==> src/rtl/biq_pkg.sv <==
// Shared types and constants for the branch info queue.
package biq_pkg;

    localparam int BIQ_DEPTH_DEFAULT = 8;
    localparam int PC_W              = 32;

    typedef struct packed {
        logic            valid;
        logic            resolved;
        logic            pred;
        logic            taken;
        logic [PC_W-1:0] pc;
    } biq_entry_t;

endpackage

==> src/rtl/biq_ptr.sv <==
// Wrap-bit pointer register: the MSB toggles each time the index wraps.
module biq_ptr #(
    parameter int PTR_W = 3
) (
    input  logic           clk,
    input  logic           rst,
    input  logic           inc,
    input  logic           clr,
    output logic [PTR_W:0] ptr
);

    logic [PTR_W:0] ptr_d;
    logic [PTR_W:0] ptr_q;

    // Next pointer: clear has priority over increment.
    always_comb begin
        ptr_d = ptr_q;
        if (clr) begin
            ptr_d = '0;
        end else if (inc) begin
            ptr_d = ptr_q + {{PTR_W{1'b0}}, 1'b1};
        end else begin
            ptr_d = ptr_q;
        end
    end

    // Pointer register.
    always_ff @(posedge clk or posedge rst) begin
        if (rst) begin
            ptr_q <= '0;
        end else begin
            ptr_q <= ptr_d;
        end
    end

    assign ptr = ptr_q;

endmodule

==> src/rtl/branch_info_queue.sv <==
// In-order queue of in-flight branches feeding the predictor's training port.
// Optional BIQ_MISPRED_CNT_EN adds a saturating retired-mispredict counter.
module branch_info_queue
    import biq_pkg::*;
#(
    parameter  int DEPTH = BIQ_DEPTH_DEFAULT,
    localparam int PTR_W = $clog2(DEPTH)
) (
    input  logic             clk,
    input  logic             rst,
    input  logic             alloc_vld,
    input  logic [PC_W-1:0]  alloc_pc,
    input  logic             alloc_pred,
    output logic             alloc_rdy,
    output logic [PTR_W-1:0] alloc_tag,
    input  logic             res_vld,
    input  logic [PTR_W-1:0] res_tag,
    input  logic             res_taken,
    input  logic             commit_en,
    input  logic             flush,
    output logic [PC_W-1:0]  PC_retire,
    output logic             retire_en,
    output logic             jump_retire,
    output logic             mispred_retire,
`ifdef BIQ_MISPRED_CNT_EN
    output logic [31:0]      mispred_cnt,
`endif
    output logic             empty,
    output logic [PTR_W:0]   count
);

    biq_entry_t     entry_d [DEPTH];
    biq_entry_t     entry_q [DEPTH];
    logic [PTR_W:0] head_ptr;
    logic [PTR_W:0] tail_ptr;
    logic           full_s;
    logic           empty_s;
    logic           alloc_acc_s;
    logic           retire_acc_s;
    biq_entry_t     head_entry_s;

    logic [PC_W-1:0] pc_retire_d, pc_retire_q;
    logic            retire_en_d, retire_en_q;
    logic            jump_retire_d, jump_retire_q;
    logic            mispred_d, mispred_q;

    assign empty_s      = (head_ptr == tail_ptr);
    assign full_s       = (head_ptr[PTR_W-1:0] == tail_ptr[PTR_W-1:0]) &&
                          (head_ptr[PTR_W] != tail_ptr[PTR_W]);
    assign head_entry_s = entry_q[head_ptr[PTR_W-1:0]];
    // Retire looks only at registered state, so a same-cycle resolve cannot enable it.
    assign retire_acc_s = commit_en && !empty_s && head_entry_s.resolved;
    assign alloc_acc_s  = alloc_vld && !full_s && !flush;

    biq_ptr #(.PTR_W(PTR_W)) u_head (
        .clk (clk),
        .rst (rst),
        .inc (retire_acc_s),
        .clr (flush),
        .ptr (head_ptr)
    );

    biq_ptr #(.PTR_W(PTR_W)) u_tail (
        .clk (clk),
        .rst (rst),
        .inc (alloc_acc_s),
        .clr (flush),
        .ptr (tail_ptr)
    );

    // Entry update: flush wipes all; otherwise resolve, then retire invalidate, then alloc.
    always_comb begin
        for (int i = 0; i < DEPTH; i++) begin
            entry_d[i] = entry_q[i];
        end
        if (flush) begin
            for (int i = 0; i < DEPTH; i++) begin
                entry_d[i].valid    = 1'b0;
                entry_d[i].resolved = 1'b0;
            end
        end else begin
            if (res_vld && entry_q[res_tag].valid) begin
                entry_d[res_tag].resolved = 1'b1;
                entry_d[res_tag].taken    = res_taken;
            end else begin
                entry_d[res_tag] = entry_d[res_tag];
            end
            if (retire_acc_s) begin
                entry_d[head_ptr[PTR_W-1:0]].valid    = 1'b0;
                entry_d[head_ptr[PTR_W-1:0]].resolved = 1'b0;
            end else begin
                entry_d[head_ptr[PTR_W-1:0]] = entry_d[head_ptr[PTR_W-1:0]];
            end
            if (alloc_acc_s) begin
                entry_d[tail_ptr[PTR_W-1:0]] = '{valid: 1'b1, resolved: 1'b0,
                                                 pred: alloc_pred, taken: 1'b0,
                                                 pc: alloc_pc};
            end else begin
                entry_d[tail_ptr[PTR_W-1:0]] = entry_d[tail_ptr[PTR_W-1:0]];
            end
        end
    end

    // Retire output next-state; PC and direction hold between retires.
    always_comb begin
        retire_en_d   = retire_acc_s;
        pc_retire_d   = pc_retire_q;
        jump_retire_d = jump_retire_q;
        mispred_d     = 1'b0;
        if (retire_acc_s) begin
            pc_retire_d   = head_entry_s.pc;
            jump_retire_d = head_entry_s.taken;
            mispred_d     = head_entry_s.taken ^ head_entry_s.pred;
        end else begin
            mispred_d     = 1'b0;
        end
    end

    // Entry storage and retire output registers.
    always_ff @(posedge clk or posedge rst) begin
        if (rst) begin
            for (int i = 0; i < DEPTH; i++) begin
                entry_q[i] <= '0;
            end
            pc_retire_q   <= '0;
            retire_en_q   <= 1'b0;
            jump_retire_q <= 1'b0;
            mispred_q     <= 1'b0;
        end else begin
            for (int i = 0; i < DEPTH; i++) begin
                entry_q[i] <= entry_d[i];
            end
            pc_retire_q   <= pc_retire_d;
            retire_en_q   <= retire_en_d;
            jump_retire_q <= jump_retire_d;
            mispred_q     <= mispred_d;
        end
    end

`ifdef BIQ_MISPRED_CNT_EN
    logic [31:0] mispred_cnt_d, mispred_cnt_q;

    // Saturating mispredict counter; deliberately untouched by flush.
    always_comb begin
        mispred_cnt_d = mispred_cnt_q;
        if (retire_en_q && mispred_q && (mispred_cnt_q != 32'hFFFF_FFFF)) begin
            mispred_cnt_d = mispred_cnt_q + 32'd1;
        end else begin
            mispred_cnt_d = mispred_cnt_q;
        end
    end

    // Counter register.
    always_ff @(posedge clk or posedge rst) begin
        if (rst) begin
            mispred_cnt_q <= 32'd0;
        end else begin
            mispred_cnt_q <= mispred_cnt_d;
        end
    end

    assign mispred_cnt = mispred_cnt_q;
`endif

    assign alloc_rdy      = !full_s;
    assign alloc_tag      = tail_ptr[PTR_W-1:0];
    assign empty          = empty_s;
    assign count          = tail_ptr - head_ptr;
    assign PC_retire      = pc_retire_q;
    assign retire_en      = retire_en_q;
    assign jump_retire    = jump_retire_q;
    assign mispred_retire = mispred_q;

endmodule

==> config.mk <==
export PLATFORM = sky130hd
export DESIGN_NAME = branch_info_queue
export DESIGN_NICKNAME = d
export VERILOG_FILES = /design/src/rtl/biq_pkg.sv /design/src/rtl/biq_ptr.sv /design/src/rtl/branch_info_queue.sv
export SDC_FILE = /design/constraint.sdc
export NUM_CORES = 1
export LEC_CHECK = 0
export CAP_MARGIN = 40
export CELL_PAD_IN_SITES_DETAIL_PLACEMENT = 0
export CELL_PAD_IN_SITES_GLOBAL_PLACEMENT = 2
export CORE_ASPECT_RATIO = 0.9
export CORE_UTILIZATION = 42
export DETAILED_ROUTE_END_ITERATION = 8
export GPL_ROUTABILITY_DRIVEN = 0
export GPL_TIMING_DRIVEN = 1
export HOLD_SLACK_MARGIN = 0.02
export PLACE_DENSITY_LB_ADDON = 0.25
export SLEW_MARGIN = 20
export SYNTH_ARGS = -nofsm -noshare
export SYNTH_HDL_FRONTEND = slang
export SYNTH_HIERARCHICAL = 1
export SYNTH_SLANG_ARGS = --single-unit
==> constraint.sdc <==
create_clock -name clk -period 24.3 [get_ports clk]
set_clock_uncertainty 0.2 [all_clocks]
set_input_delay 7.29 -clock clk [delete_from_list [all_inputs] [get_ports clk]]
set_output_delay 7.29 -clock clk [all_outputs]
set_load 0.005 [all_outputs]
Yosys cells after proc, flatten, opt, wreduce, memory -nomap -nowiden
Cells that the tools add are included.
{ "classes": {"addsub": 3, "order_cmp": 6, "n_eq_ne": 3, "muxes": 52, "bitwise_logic": 4, "n_reduce_logical": 14} }
{ "op_table": {"columns": ["cell", "count"], "rows": [
  ["288-bit bitwise mux", 8],
  ["288-bit two-way mux", 5],
  ["36-bit demux with 3-bit select", 7],
  ["36-bit binary-select mux with 3-bit select", 4],
  ["36-bit two-way mux", 10],
  ["35-bit two-way mux", 4],
  ["33-bit two-way mux", 1],
  ["2-bit two-way mux", 8],
  ["4-bit two-way mux", 4],
  ["4-bit >= comparator (second input constant)", 3],
  ["4-bit by 1-bit less-than comparator with 1-bit output (second input constant)", 3],
  ["3-bit NOT with 4-bit output", 3],
  ["1-bit logical AND", 9],
  ["4-bit by 1-bit adder with 4-bit output (second input constant)", 2],
  ["4-bit equality test", 1],
  ["2-bit nonzero test", 2],
  ["4-bit subtractor", 1],
  ["3-bit equality test", 1],
  ["1-bit zero test", 3],
  ["1-bit two-way mux", 1],
  ["1-bit != test", 1],
  ["1-bit bitwise XOR", 1]
]} }
{ "word_totals": {"ff_bits": 331, "out_inout_bits": 44, "elab_cells": 128} }

Depth between registers and ports, before layout
{ "logic_depth": {"depth_word": 21, "depth_mapped": 13} }

By module
Netlist, hierarchy kept.
{ "modules_own_cells": {"columns": ["module", "n_inst", "cells_per_inst", "area_each_um2", "seq_area_each_um2"], "rows": [
  ["branch_info_queue", 1, 1710, 16280.6, 8082.8],
  ["biq_ptr", 2, 17, 196.4, 100.1]
]} }

Worst setup path after synthesis
Ideal clock, no wire load.
{ "synth_path": {"path_kind": "input-to-reg", "startpoint": "input res_tag[1]", "endpoint": "register entry_q[106] (netlist bit)", "setup_time_ps": 148, "arrival_ps": 8874, "required_time_ps": 23952, "path_slack_ps": 15078, "stages": 9, "cell_sequence": "buf_2 -> buf_6 -> or3b_1 -> nand3_1 -> nand3_1 -> a311oi_2 -> o21ai_4 -> a211oi_1 -> a311oi_1"} }
{ "synth_rtl": {"columns": ["element", "line_no", "rtl"], "rows": [
  ["from (decl)", "branch_info_queue.sv:17", "input logic [PTR_W-1:0] res_tag,"],
  ["to (signal, indexed assignment)", "branch_info_queue.sv:131", "entry_q[i] <= entry_d[i];"],
  ["to (decl)", "branch_info_queue.sv:33", "biq_entry_t entry_q [DEPTH];"]
]} }

Final worst setup path
{ "layout_path": {"startpoint": "register u_tail.ptr_q[1] (netlist: u_tail/ptr[1])", "endpoint": "output count[3]"} }
{ "layout_via": {"elab_chain_cells": 1} }
{ "layout_lines": {"columns": ["element", "line_no", "rtl"], "rows": [
  ["from (decl)", "biq_ptr.sv:13", "logic [PTR_W:0] ptr_q;"],
  ["from (signal assigned)", "biq_ptr.sv:32", "ptr_q <= ptr_d;"],
  ["4-bit subtractor", "branch_info_queue.sv:168", "assign count = tail_ptr - head_ptr;"],
  ["to (decl)", "branch_info_queue.sv:29", "output logic [PTR_W:0] count"]
]} }
No other way between the ends.

==> impl_metrics.csv <==
group,metric,value,unit
run_status,status,"completed",
clock_tree,hold_buffers,0,
setup_path,start_kind,"register",
timing,period_share,0.426,
logic_synthesis,netlist_instances,1744,
setup_path,rr_endpoint,"entry_q[53]$_DFFE_PP0N_",
grt,grt-ovfl-total,0,
detailed_routing,drc,0,
floorplanning,io_pins,87,
clock_tree,root_buffer,"clkbuf_16",
setup_path,worstPathArrival,2.87,ns
setup_path,rrSetupSlack,20.63,ns
floorplanning,rows,68,
timing,tightest_slew,0.896,ns
detailed_routing,drt-met1-wl,25600,µm
timing,finalHoldViolations,0,
cells_and_area,fillers,3631,
cells_and_area,finish.utilization,0.501,
floorplanning,die_area,0.0405,mm²
detailed_routing,vias,14634,
logic_synthesis,yosysWarnings,6,
clock_tree,numCtsBuffers,39,
setup_path,crit_fanout,17,
timing,finalSetupTns,0,ns
detailed_routing,wirelength,57900,µm
timing,slew_viol_final,0,
detailed_routing,first_iter_violations,1441,
job,cap_violations,0,
cells_and_area,multi_input_area,0.00766,mm²
cells_and_area,fin_nets,1803,
grt,track_usage,0.292,
logic_synthesis,yosysUniqueCellTypes,70,
clock_tree,post_cts_buffers,0,
clock_tree,h-tree-depth,2,
floorplanning,initial_utilization,0.431,
worst_hold_path,holdPathStages,2,
setup_path,ff2ff_path_depth,9,
placement,port_buffers,86,
logic_synthesis,synth_edf_count,0,
grt,first_global_vias,14037,
logic_synthesis,syn_area,0.0167,mm²
logic_synthesis,synth_nets,1793,
timing,min_period,10.36,ns
cells_and_area,n_antenna_cell,0,
clock_tree,cts_buffer_depth,3,
clock_tree,ctsResizeCount,0,
detailed_routing,highest_layer,"met4",
detailed_routing,wire_per_inst,25.1,µm
detailed_routing,drt_pass1_iterations,5,
detailed_routing,antenna_left,0,
pwr,powerDensity,86.0,mW/mm²
grt,grt_max_degree,190,
clock_tree,clkSinkCount,331,
floorplanning,coreArea,0.0387,mm²
floorplanning,dieWidth,212,µm
timing,rsz0062_at_grt,"false",
timing,setup_viol,0,
clock_tree,cts_tree,"built",
worst_hold_path,hp-class,"reg2reg",
detailed_routing,met3WireLength,4820,µm
setup_path,crit_required,16.81,ns
worst_hold_path,hold_end,"entry_q[92]$_DFFE_PP0N_",
setup_path,critPathCaptureType,"output port",
cells_and_area,ff_latch_area,0.00828,mm²
pwr,p_leak,7.96,nW
detailed_routing,vias_per_cell,6.34,
logic_synthesis,async_flop_share,1.00,
logic_synthesis,avgSynthCellArea,9.56,µm²
setup_path,r2r-start,"u_tail/ptr[1]$_DFFE_PP0P_",
clock_tree,clk_pin_slew,0.06,ns
logic_synthesis,ys.flop_type,"dfrtp_1",
setup_path,crit_type,"reg2out",
logic_synthesis,synth-seq-cells,331,
cells_and_area,area_growth,16.2,%
grt,grt_pass1_wl,89000,µm
placement,hpwl,30700,µm
floorplanning,die_h,191,µm
pwr,vdd_drop_max,57.5,µV
clock_tree,clk_latency,0.55,ns
logic_synthesis,yosysSeqAreaShare,0.497,
worst_hold_path,min_from,"entry_q[92]$_DFFE_PP0N_",
timing,max_slew_margin,0.403,
grt,antenna_found_initial,0,
detailed_routing,wl_met2,26100,µm
timing,fmax,96.5,MHz
cells_and_area,drive_gt1_frac,0.0920,
[placed cells by master (no fill, tap or decap), types with 6 or more instances in the layout]
cell type	Yosys	layout
a22oi_1	72	72
clkbuf_16	0	40
clkbuf_8	0	11
nand2b_2	0	8
a211oi_1	7	7
nand4_1	49	49
mux2i_1	10	10
or3b_1	6	6
nor2_1	69	68
inv_1	14	13
a21oi_1	13	13
o211ai_1	11	11
nand3_1	28	28
a22o_1	98	98
a311oi_1	9	9
xnor2_1	7	7
o21ai_1	43	43
dfrtp_1	331	331
nand3b_1	8	8
a221oi_1	99	99
buf_4	8	36
o21ai_0	279	279
or4_1	6	6
bufinv_16	0	7
a31oi_1	38	38
clkdlybuf4s50_1	0	86
nand2_1	282	282
[worst max path at each step]
stage	endpoint	from	cells after the start
floorplan	PC_retire[0]$_DFFE_PP0P_	rst	1
global placement	entry_q[50]$_DFFE_PP0N_	flush	8
detailed placement	entry_q[70]$_DFF_PP0_	res_tag[2]	8
CTS	count[3]	u_tail/ptr[1]$_DFFE_PP0P_	5
global route	count[3]	u_tail/ptr[1]$_DFFE_PP0P_	5
finish	count[3]	u_tail/ptr[1]$_DFFE_PP0P_	5
[sequential cells by signal, indices dropped and copies added (netlist names)]
name	flops
PC_retire	32
entry_q	288
jump_retire	1
mispred_retire	1
retire_en	1
u_head/ptr	4
u_tail/ptr	4
[metal layers]
layer	track usage	vias up
met5	0	-
met4	0.0875	0
met3	0.0422	121
met2	0.455	718
met1	0.420	7204
li1	-	6591
[final cells by class]
cell class              count  area share
multi-input cells        1239       0.396
repair buffers            128      0.0655
clock inverters            16      0.0144
clock buffers              54      0.0600
flip-flops and latches    331       0.427
well taps                 525      0.0339
inverters                  15     0.00329
[cell families after synthesis]
logic type                 Yosys count  share of synthesized area
muxes                               19                     0.0175
adders and majority gates            6                    0.00495
buffers and inverters              174                     0.0482
and+or+nand+nor                    507                      0.146
xor gates and xnor gates            12                    0.00630
DFF                                331                      0.497
AOI/OAI and AO/OA                  695                      0.280
[cells in the mapped netlist, drive strengths merged, types with 5 or more instances]
library cell	count	area, µm²
a211oi	8	65.1
a21oi	14	73.8
a221oi	99	867
a22o	98	858
a22oi	72	541
a311oi	11	109
a31oi	38	238
and3	7	43.8
and3b	6	56.3
buf	62	382
clkbuf	97	365
dfrtp	331	8280
ha	5	62.6
inv	15	56.3
mux2i	11	123
mux4	6	139
nand2	282	1060
nand2b	12	75.1
nand3	28	140
nand3b	10	91.3
nand4	50	328
nor2	69	259
nor3	8	61.3
nor3b	10	128
nor4	5	46.3
o211ai	11	82.6
o21ai	325	1660
o31ai	5	37.5
or3b	6	52.6
or4	6	45.0
xnor2	7	61.3
xor2	5	43.8
[worst max-delay path: stages, from the launching register on]
cell and delay, ns:
dfrtp_1 0.92, ha_1 0.39, a21o_1 0.16, a21oi_1 0.18, xor2_1 0.16, clkdlybuf4s50_1 0.51
[report_power, final]
| group | switching [mW] | internal, mW |
|---|---|---|
| Sequential | 0.0767 | 0.647 |
| Clock | 0.242 | 0.410 |
| Combinational | 0.152 | 0.138 |
| Total | 0.471 | 1.19 |
[per-stage QoR]
step                std cells  cell area [µm²]  hold WS, ns  setup slack (ns)  total power [mW]
CTS                      2305            19300        0.309             13.91              1.68
detailed placement       2235            17900        0.296             13.83              1.02
floorplan                1744            16700        0.271              7.87             0.885
finish                   2308            19400        0.305             13.94              1.67
global placement         2233            17800        0.285             13.90              1.02
global route             2308            19400        0.321             13.80              1.75
(Power assumes the default switching activity.)
